<file path="src/rtl/irq_pkg.sv">
// Shared types for the interrupt controller: FSM states and the fixed-priority encoder.
package irq_pkg;

    localparam int unsigned MAX_CH  = 32;
    localparam int unsigned MAX_IDW = 5;

    typedef enum logic [1:0] {
        IDLE    = 2'd0,
        REQ     = 2'd1,
        SERVICE = 2'd2
    } state_t;

    typedef struct packed {
        logic               valid;
        logic [MAX_IDW-1:0] idx;
    } prio_t;

    // Lowest set index wins; channel 0 has the highest priority.
    function automatic prio_t prio_enc(input logic [MAX_CH-1:0] vec);
        prio_t r;
        r = '0;
        for (int i = int'(MAX_CH) - 1; i >= 0; i--) begin
            if (vec[i]) begin
                r.valid = 1'b1;
                r.idx   = MAX_IDW'(i);
            end
        end
        return r;
    endfunction

endpackage

</file>
<file path="src/rtl/irq_sync.sv">
// Two-flop synchroniser per channel plus a rising-edge detector on the synchronised value.
module irq_sync #(
    parameter int unsigned NCH = 8
) (
    input  logic           clk,
    input  logic           reset,
    input  logic [NCH-1:0] irq_in,
    output logic [NCH-1:0] s,
    output logic [NCH-1:0] rise
);

    logic [NCH-1:0] meta_q;
    logic [NCH-1:0] s_q;
    logic [NCH-1:0] prev_q;

    always_ff @(posedge clk) begin
        if (reset) begin
            meta_q <= '0;
            s_q    <= '0;
            prev_q <= '0;
        end else begin
            meta_q <= irq_in;
            s_q    <= meta_q;
            prev_q <= s_q;
        end
    end

    assign s    = s_q;
    assign rise = s_q & ~prev_q;

endmodule

</file>
<file path="src/rtl/irq_ctrl.sv">
// NCH-channel interrupt controller driving the single IRQ input of the control unit,
// with per-channel edge/level mode, mask, fixed priority and an ack/eret service handshake.
module irq_ctrl
    import irq_pkg::*;
#(
    parameter int unsigned     NCH        = 8,
    parameter logic [NCH-1:0]  EDGE_MASK  = {NCH{1'b1}},
    parameter logic [NCH-1:0]  MASK_RESET = {NCH{1'b0}},
    parameter int unsigned     IDW        = (NCH > 1) ? $clog2(NCH) : 1
) (
    input  logic           clk,
    input  logic           reset,
    input  logic [NCH-1:0] irq_in,
    input  logic           pc31,
    input  logic           mask_wr,
    input  logic [NCH-1:0] mask_wdata,
    input  logic           irq_ack,
    input  logic           eret,
    input  logic           ovf_clr,
    output logic           irq_req,
    output logic [IDW-1:0] irq_id,
    output logic           in_service,
    output logic [NCH-1:0] mask,
    output logic [NCH-1:0] pending,
    output logic [NCH-1:0] ovf
);

    logic [NCH-1:0] s;
    logic [NCH-1:0] rise;
    logic [NCH-1:0] rise_e;
    logic [NCH-1:0] pend_q;
    logic [NCH-1:0] elig;
    logic [NCH-1:0] clr;
    logic [NCH-1:0] ovf_set;
    prio_t          win;
    state_t         state_q;
    state_t         state_d;
    logic [IDW-1:0] id_d;

    irq_sync #(.NCH(NCH)) u_sync (
        .clk    (clk),
        .reset  (reset),
        .irq_in (irq_in),
        .s      (s),
        .rise   (rise)
    );

    // Edge channels use the stored bit; level channels follow the synchronised source.
    assign rise_e  = rise & EDGE_MASK;
    assign pending = (pend_q & EDGE_MASK) | (s & ~EDGE_MASK);
    assign elig    = pending & mask;
    assign win     = prio_enc(MAX_CH'(elig));
    assign clr     = ((state_q == REQ) && irq_ack) ? (NCH'(1) << irq_id) : '0;
    assign ovf_set = rise_e & pend_q & ~clr;

    always_comb begin
        state_d = state_q;
        id_d    = irq_id;
        case (state_q)
            IDLE: begin
                if (win.valid && !pc31) begin
                    state_d = REQ;
                    id_d    = IDW'(win.idx);
                end
            end
            REQ: begin
                if (irq_ack) begin
                    state_d = SERVICE;
                end else if (!elig[irq_id]) begin
                    state_d = IDLE;
                end
            end
            SERVICE: begin
                if (eret) begin
                    state_d = IDLE;
                end
            end
            default: state_d = IDLE;
        endcase
    end

    always_ff @(posedge clk) begin
        if (reset) begin
            state_q    <= IDLE;
            irq_id     <= '0;
            irq_req    <= 1'b0;
            in_service <= 1'b0;
            mask       <= MASK_RESET;
            pend_q     <= '0;
            ovf        <= '0;
        end else begin
            state_q    <= state_d;
            irq_id     <= id_d;
            irq_req    <= (state_d == REQ);
            in_service <= (state_d == SERVICE);
            if (mask_wr) begin
                mask <= mask_wdata;
            end
            // A new edge in the ack cycle keeps the bit set.
            pend_q <= (pend_q & ~clr) | rise_e;
            ovf    <= ovf_clr ? ovf_set : (ovf | ovf_set);
        end
    end

endmodule
</file>
<file path="config.mk">
export PLATFORM = sky130hd
export DESIGN_NAME = irq_ctrl
export DESIGN_NICKNAME = d
export VERILOG_FILES = /design/src/rtl/irq_pkg.sv /design/src/rtl/irq_sync.sv /design/src/rtl/irq_ctrl.sv
export SDC_FILE = /design/constraint.sdc
export NUM_CORES = 1
export LEC_CHECK = 0
export ABC_AREA = 0
export BUFFER_PORTS_ARGS = -buffer_cell sky130_fd_sc_hd__buf_2
export CORE_UTILIZATION = 29
export DETAILED_ROUTE_END_ITERATION = 7
export HOLD_SLACK_MARGIN = 0.06
export MAX_ROUTING_LAYER = met4
export PLACE_DENSITY = 0.54
export SLEW_MARGIN = 20
export SYNTH_ARGS = -nofsm -noshare
export SYNTH_HDL_FRONTEND = slang
export SYNTH_SLANG_ARGS = --single-unit
</file>
<file path="constraint.sdc">
create_clock -name clk -period 2.85 [get_ports clk]
set_input_delay 0.1425 -clock clk [delete_from_list [all_inputs] [get_ports clk]]
set_output_delay 0.1425 -clock clk [all_outputs]
set_load 0.03 [all_outputs]
</file>
==> impl_metrics.toml, run 1 <==
[final_layout]
utilization_pct = 38.4
stdcell_area_sq_um = 2490
synthToLayoutAreaGrowth_pct = 25.1
drive_gt1_share_pct = 28.3
mostFrequentLayoutCells = "dfxtp_1, buf_2, nor2b_1"
diodes = 0
final_common_cell = "dfxtp_1"
nNetsFinal = 274

[global_routing]
grt_pass1_vias = 1487
grt_max_degree = 56
grt_util_all_layers_pct = 12.6
grt_pass1_wl_mm = 7.00
grt-ovfl-total = 0
antenna_found_initial = 0

[critical_path]
slowest_stage = "mux4_2"
arrival_ps = 1770
ff2ff_setup_slack_ps = 1300
r2r-end = "state_q[0]$_SDFF_PP0_"
crit_required_ps = 3070
end_kind = "flop"
critical_path_class = "reg2reg"
path_cells = "mux4_2, mux2_4, o22ai_1"
start_kind = "flop"
crit_fanout = 12
r2r_cells = 3
critPathMaxStageDelay_ps = 550
r2r_start = "irq_id[0]$_SDFFE_PP0P_"

[sta]
fin_skew_ps = 7.71
slew_headroom_pct = 42.1
rsz0062_at_grt = "no"
timing.final.crit_share_pct = 54.3
finalSetupViolations = 0
finalHoldViolCount = 0
maxSlewViolCount = 0
tightest_slew_ps = 868
fin_setup_tns_ps = 0
period_minus_slack_ps = 1550
fmax_ghz = 0.646
worst_slack_ps = 1300

[place]
dpl.hpwl_mm = 3.03
io_buffer_count = 51
dpl_cell_area_sq_um = 2310
preCtsSetupSlack_ps = 1320
routabilityCongestion = 0.778

[clock_tree]
clk_pin_slew_ps = 90
cts_tree = "built"
cts_inserted_buffers = 5
cts.sinks = 55
cts_setup_buffers = 0
ctsResizeCount = 0
insertion_delay_ps = 300
cts_root_buffer = "clkbuf_8"
h-tree-depth = 2
clockBufferDepth = 2

[min_path]
min_to = "mask[3]$_SDFFE_PP0P_"
min_path_cells = 3
worstHoldStart = "mask_wdata[3]"
hold_path_class = "in2reg"

[synth]
ys_seq_area_share_pct = 55.3
syn_area_per_cell_sq_um = 10.3
synth_flop_cell = "dfxtp_1"
syn_nets = 217
ys_types = 31
synth_area_leaders = "dfxtp_1, nor2b_1, mux2i_1, o31ai_1, or3b_2"
ys_async_sr_fraction_pct = 0
synth_edf_count = 0
yosysTopAreaCell = "dfxtp_1"
yosys_warnings = 0
synthesis.area_sq_um = 1990
syn_inst = 194
synth_top_area_share_pct = 55.3
synth-seq-cells = 55

[power_and_ir_drop]
vdd_drop_max_v = 0.000236
power_frac_comb_pct = 9.5
p_seq_share_pct = 56.9
leakage_uw = 0.00104
swShare_pct = 23.3
p_per_area_nw_per_um2 = 581
clkPwrFrac_pct = 33.6
power_switching_uw = 338
finalPower_uw = 1450
internal_power_uw = 1110

[job]
cap_violations = 0

[floorplanning]
row_count = 29
die-height_microns = 84.9
initial_utilization_pct = 30.7
io_pins = 52
coreArea_sq_um = 6490
dieWidth_microns = 84.9
die-area_sq_um = 7200

[routing]
routed_wl_mm = 4.17
drc = 4
vias = 1588
final_antenna_net_count = 0
detail_route.vias_per_cell = 4.84
wl_per_cell_microns = 12.7
drt_iter0_markers = 54
drt-pass1-iter-count = 7

[run_status]
status = "finished, violations left"
violations = "DRC"
worst max-delay path, delay by kind of cell, from the launching register on:
| kind | cells | cell delay, ps |
|---|---|---|
| DFF | 1 | 540 |
| AOI/OAI and AO/OA | 1 | 110 |
| muxes | 2 | 820 |
cells by family after synthesis:
kind of cell,after synthesis,synth area share [%]
compound gates,42,13.4
buf+inv,11,2.45
flops,55,55.3
mux,10,5.90
simple gates,76,23.0
worst max path at each step:
| stage | start | to | slack [ps] | depth (start not counted) |
|---|---|---|---|---|
| 2_1_floorplan | irq_id[0]$_SDFFE_PP0P_ | irq_req$_SDFF_PP0_ | 1260 | 4 |
| 3_3_place_gp | irq_id[0]$_SDFFE_PP0P_ | irq_req$_SDFF_PP0_ | 1330 | 3 |
| 3_5_place_dp | irq_id[0]$_SDFFE_PP0P_ | irq_req$_SDFF_PP0_ | 1320 | 3 |
| 4_1_cts | irq_id[0]$_SDFFE_PP0P_ | irq_req$_SDFF_PP0_ | 1300 | 3 |
| 5_1_grt | irq_id[0]$_SDFFE_PP0P_ | state_q[0]$_SDFF_PP0_ | 1210 | 3 |
| 6_report | irq_id[0]$_SDFFE_PP0P_ | state_q[0]$_SDFF_PP0_ | 1300 | 3 |
repair_timing:
item                       in CTS  in global routing
hold endpoints to repair        8                  0
hold buffers                    8                  0
setup endpoints to repair       0                  0
cell usage after synthesis, types with 2 or more instances:
cell,n
or3b_2,8
nor2_1,9
dfxtp_1,55
mux2i_1,8
a21oi_1,13
buf_1,2
nand4b_1,3
a22oi_1,4
o21ai_0,8
nand2b_1,9
o31ai_1,10
a32oi_1,2
nor2b_1,24
nand2_1,14
o22ai_1,2
nand4_1,2
clkbuf_1,7
layout make-up:
cell class              instances  area, sq um
well taps                      77         96.3
multi-input cells             128          842
clock inverters                 2         37.5
clock buffers                   5         68.8
flip-flops and latches         55         1100
inverters                       1         3.75
fillers                       665         4000
repair buffers                 60          343
state kept, by name, summed over array words and instances, names as in the netlist:
name           flops
mask               8
ovf                8
pending            8
u_sync.meta_q      8
u_sync.prev_q      8
u_sync.s           8
irq_id             3
state_q            2
in_service         1
irq_req            1
power by group through the flow:
stage / clock network (uW) / registers (uW) / logic, uW
4_1_cts: 511 / 825 / 140
6_report: 487 / 824 / 138
3_5_place_dp: 0 / 843 / 132
3_3_place_gp: 0 / 842 / 131
5_1_grt: 540 / 829 / 153
2_1_floorplan: 0 / 865 / 59.6
metrics by stage:
stage / cells / hold WS (ps)
global route: 328 / 96.7
global placement: 313 / 354
CTS: 328 / 68.7
floorplan: 194 / 271
detailed placement: 313 / 355
finish: 328 / 79.9
metal layers:
metal	track usage (%)	wire length [microns]	part of all wire, %	vias to the layer above
met1	16.1	2000	48	749
li1	-	-	-	796
met3	4.28	292	7.0	5
met4	4.16	38	0.91	0
met2	18.7	1850	44	38
met5	-	0	0	-
Note: power is estimated with default switching activity, not from simulation.
==> inputs of run 2 (changes only) <==
Settings changed: PLACE_DENSITY 0.54 to 0.56.
Clock period 2.85 ns to 1.4 ns, I/O delays scaled along.
==> impl_metrics.toml, run 2 (same netlist as run 1, synthesis figures left out) <==
[clock_tree]
cts_inserted_buffers = 5
clk_pin_slew_ps = 90
cts.sinks = 55
insertion_delay_ps = 300
cts_tree = "built"
cts_root_buffer = "clkbuf_8"
clockBufferDepth = 2
h-tree-depth = 2

[routing]
vias = 1621
final_antenna_net_count = 0
wl_per_cell_microns = 12.5
routed_wl_mm = 4.29
drc = 2
drt-pass1-iter-count = 6
drt_iter0_markers = 80
detail_route.vias_per_cell = 4.71

[final_layout]
mostFrequentLayoutCells = "buf_2, dfxtp_1, nor2b_1"
final_cell_count_no_fill = 344
diodes = 0
final_common_cell = "buf_2"
utilization_pct = 41.0
stdcell_area_sq_um = 2660
drive_gt1_share_pct = 33.7
synthToLayoutAreaGrowth_pct = 33.7
nNetsFinal = 290

[critical_path]
crit_fanout = 4
slowest_stage = "mux4_2"
path_cells = "nand2_1, mux4_2, mux2_4, o22ai_1"
start_kind = "flop"
arrival_ps = 1580
critical_path_class = "reg2reg"
critPathMaxStageDelay_ps = 450
crit_required_ps = 1620
end_kind = "flop"
critical_path_buf_inv_count = 0
cpLargestDelayFamily = "multiplexers"

[power_and_ir_drop]
p_seq_share_pct = 56.0
clkPwrFrac_pct = 33.4
swShare_pct = 23.4
vdd_drop_max_v = 0.000654
leakage_uw = 0.00113
p_per_area_nw_per_um2 = 1120
power_frac_comb_pct = 10.7
power_switching_uw = 699
internal_power_uw = 2290

[sta]
period_minus_slack_ps = 1350
finalHoldViolCount = 0
tightest_slew_ps = 323
timing.final.crit_share_pct = 96.6
slew_headroom_pct = 78.4
fin_setup_tns_ps = 0
worst_slack_ps = 48.1
fin_skew_ps = 5.47
finalSetupViolations = 0
maxSlewViolCount = 0
fmax_ghz = 0.740
rsz0062_at_grt = "yes"

[floorplanning]
die-height_microns = 84.9
die-area_sq_um = 7200
io_pins = 52
dieWidth_microns = 84.9
row_count = 29
initial_utilization_pct = 30.7
coreArea_sq_um = 6490

[place]
preCtsSetupSlack_ps = 37.0
dpl_cell_area_sq_um = 2360
io_buffer_count = 51
dpl.hpwl_mm = 3.16
dp_cells = 318
routabilityCongestion = 0.819

[global_routing]
grt_util_all_layers_pct = 13.1
antenna_found_initial = 0
grt_pass1_wl_mm = 7.20
grt-ovfl-total = 0
grt_pass1_vias = 1487
grt_max_degree = 29

[job]
cap_violations = 0

[run_status]
violations = "DRC"
status = "finished, violations left"

[min_path]
hold_path_class = "in2reg"
run 2: cell types whose count changed in the layout (fill, tap and decap cells not counted), sizes merged:
cell         before  now
dlygate4sd3       8   17
inv               1    2
clkinvlp          1    0
buf              52   59
run 2: power groups by stage:
stage	combinational [uW]	clock, uW	sequential, uW
after floorplan	122	0	1760
after global placement	280	0	1710
after detailed placement	281	0	1710
after CTS	317	1050	1680
after global routing	350	1120	1690
final	319	998	1670
run 2: worst register-to-register path: stages, from the launching register on:
cell and delay (ps):
dfxtp_4 380, nand2_1 70, mux4_2 450, mux2_4 270
o22ai_1 110
run 2: repair_timing:
item,4_1_cts,5_1_grt
endpoints found under the hold margin,17,0
hold buffers,17,0
buffers inserted,0,2
setup endpoints to repair,0,11
resized for setup,0,5
run 2: stage by stage:
step | total power (uW) | hold WS [ps]
2_1_floorplan | 1880 | 198
6_report | 2990 | 105
4_1_cts | 3040 | 94.9
3_5_place_dp | 1990 | 283
5_1_grt | 3150 | 108
3_3_place_gp | 1990 | 279
run 2: worst paths after layout:
check	cells past startpoint	slack [ps]	to	startpoint
setup / recovery	4	50	irq_req$_SDFF_PP0_	pending[4]$_SDFF_PP0_
hold / removal	3	110	state_q[1]$_SDFF_PP0_	irq_ack
setup reg to reg	4	50	irq_req$_SDFF_PP0_	pending[4]$_SDFF_PP0_
hold reg to reg	1	440	u_sync.s[4]$_SDFF_PP0_	u_sync.meta_q[4]$_SDFF_PP0_
run 2: final cells by class:
type	count	area (sq um)
Fill cell	645	3830
Clock inverter	2	36.3
Multi-Input combinational cell	128	852
Tap cell	77	96.3
Clock buffer	5	68.8
Sequential cell	55	1120
Inverter	1	3.75
Timing Repair Buffer	76	485
run 2: layer usage:
metal	share of wire [%]	track usage [%]	wire (microns)	up-vias
met5	0	-	0	-
met4	0.89	4.16	38	0
met3	4.4	3.31	190	5
met2	47	20.0	2010	38
met1	48	17.1	2050	748
li1	-	-	-	830
==> inputs of run 3 (changes only) <==
Settings changed: BUFFER_PORTS_ARGS -buffer_cell sky130_fd_sc_hd__buf_2 to -buffer_cell sky130_fd_sc_hd__buf_4.
==> impl_metrics.toml, run 3 (same netlist as run 1, synthesis figures left out) <==
[critical_path]
end_kind = "flop"
slowest_stage = "mux4_2"
cpLargestDelayFamily = "multiplexers"
path_cells = "nand2_1, mux4_2, mux2_4, o22ai_1"
critPathMaxStageDelay_ps = 460
critical_path_buf_inv_count = 0
critical_path_class = "reg2reg"
arrival_ps = 1590
crit_required_ps = 1640
start_kind = "flop"
crit_fanout = 4

[sta]
fin_hold_ws_ps = 83.8
finalSetupViolations = 0
fin_skew_ps = 7.71
slew_headroom_pct = 73.3
tightest_slew_ps = 396
worst_slack_ps = 52.7
finalHoldViolCount = 0
maxSlewViolCount = 0
fin_setup_tns_ps = 0
rsz0062_at_grt = "yes"
timing.final.crit_share_pct = 96.2
fmax_ghz = 0.742
period_minus_slack_ps = 1350

[floorplanning]
io_pins = 52
coreArea_sq_um = 6490
row_count = 29
initial_utilization_pct = 30.7
die-height_microns = 84.9
dieWidth_microns = 84.9
die-area_sq_um = 7200

[place]
routabilityCongestion = 0.817
dp_cells = 320
preCtsSetupSlack_ps = 32.8
dpl.hpwl_mm = 3.19
io_buffer_count = 51
dpl_cell_area_sq_um = 2510

[global_routing]
antenna_found_initial = 0
grt-ovfl-total = 0
grt_max_degree = 26
grt_util_all_layers_pct = 14.0
grt_pass1_vias = 1556
grt_pass1_wl_mm = 7.58

[run_status]
status = "finished, violations left"
violations = "DRC"

[clock_tree]
clockBufferDepth = 2
h-tree-depth = 2
cts_inserted_buffers = 5
cts_tree = "built"
cts_root_buffer = "clkbuf_8"
clk_pin_slew_ps = 100
cts.sinks = 55
insertion_delay_ps = 310

[routing]
final_antenna_net_count = 0
drt_iter0_markers = 60
wl_per_cell_microns = 13.0
routed_wl_mm = 4.55
drt-pass1-iter-count = 6
drc = 2
detail_route.vias_per_cell = 4.72
vias = 1657

[power_and_ir_drop]
leakage_uw = 0.00117
swShare_pct = 25.5
p_seq_share_pct = 57.3
clkPwrFrac_pct = 29.9
power_switching_uw = 745
vdd_drop_max_v = 0.000521
power_frac_comb_pct = 12.9
internal_power_uw = 2180
p_per_area_nw_per_um2 = 1030

[final_layout]
stdcell_area_sq_um = 2830
drive_gt1_share_pct = 33.2
diodes = 0
final_cell_count_no_fill = 351
synthToLayoutAreaGrowth_pct = 42.3
nNetsFinal = 296
mostFrequentLayoutCells = "buf_4, dfxtp_1, nor2b_1"
final_common_cell = "buf_4"

[job]
cap_violations = 0

[min_path]
hold_path_class = "in2reg"
==> run 3: cell count changes in the layout (fill, tap and decap cells not counted) <==
cell / before / now
buf_12: 0 / 1
buf_2: 51 / 0
buf_4: 8 / 60
bufinv_16: 1 / 0
clkbuf_1: 0 / 1
dfxtp_2: 7 / 8
dfxtp_4: 3 / 2
dlygate4sd3_1: 17 / 21
inv_6: 0 / 1
o31ai_1: 8 / 9
o31ai_2: 2 / 1
==> run 3: per-stage QoR <==
step / power [uW] / utilization [%]
finish: 2920 / 43.6
global route: 3070 / 43.6
global placement: 2040 / 38.7
detailed placement: 2040 / 38.7
CTS: 2970 / 43.3
floorplan: 1880 / -
==> run 3: worst paths after layout <==
path	slack [ps]	start	depth (start not counted)	to
worst max-delay path	50	mask[4]$_SDFFE_PP0P_	4	irq_req$_SDFF_PP0_
worst min-delay path	80	irq_ack	3	state_q[0]$_SDFF_PP0_
worst max register to register	50	mask[4]$_SDFFE_PP0P_	4	irq_req$_SDFF_PP0_
worst min register to register	440	u_sync.meta_q[6]$_SDFF_PP0_	1	u_sync.s[6]$_SDFF_PP0_
==> run 3: area by class of cell <==
cell class	count	area [sq um]
clock buffer	6	72.6
sequential	55	1120
fill	652	3660
tap	77	96.3
inverter	1	3.75
clock inverter	2	15.0
multi-input combinational	128	847
timing repair buffer	82	681
==> run 3: routing by layer <==
metal	vias up	GRT usage (%)	wire length, microns
met2	36	21.4	2140
met4	0	6.63	104
li1	843	-	-
met1	767	17.2	2090
met5	-	-	0
met3	11	3.70	219
==> run 3: worst register-to-register path: stages (launching register included) <==
cell     delay [ps]
dfxtp_2         370
nand2_1          70
mux4_2          460
mux2_4          280
o22ai_1         110
==> run 3: what timing repair did <==
| action | in CTS | in global routing |
|---|---|---|
| resized for setup | 0 | 3 |
| hold endpoints to repair | 24 | 0 |
| hold buffers | 21 | 0 |
| buffers inserted | 0 | 2 |
| endpoints found under the setup margin | 0 | 10 |
==> run 3: power groups by stage <==
stage / clock network (uW) / registers, uW / logic [uW]
4_1_cts: 919 / 1680 / 372
3_3_place_gp: 0 / 1710 / 325
3_5_place_dp: 0 / 1710 / 327
2_1_floorplan: 0 / 1760 / 122
6_report: 873 / 1670 / 376
5_1_grt: 974 / 1690 / 407
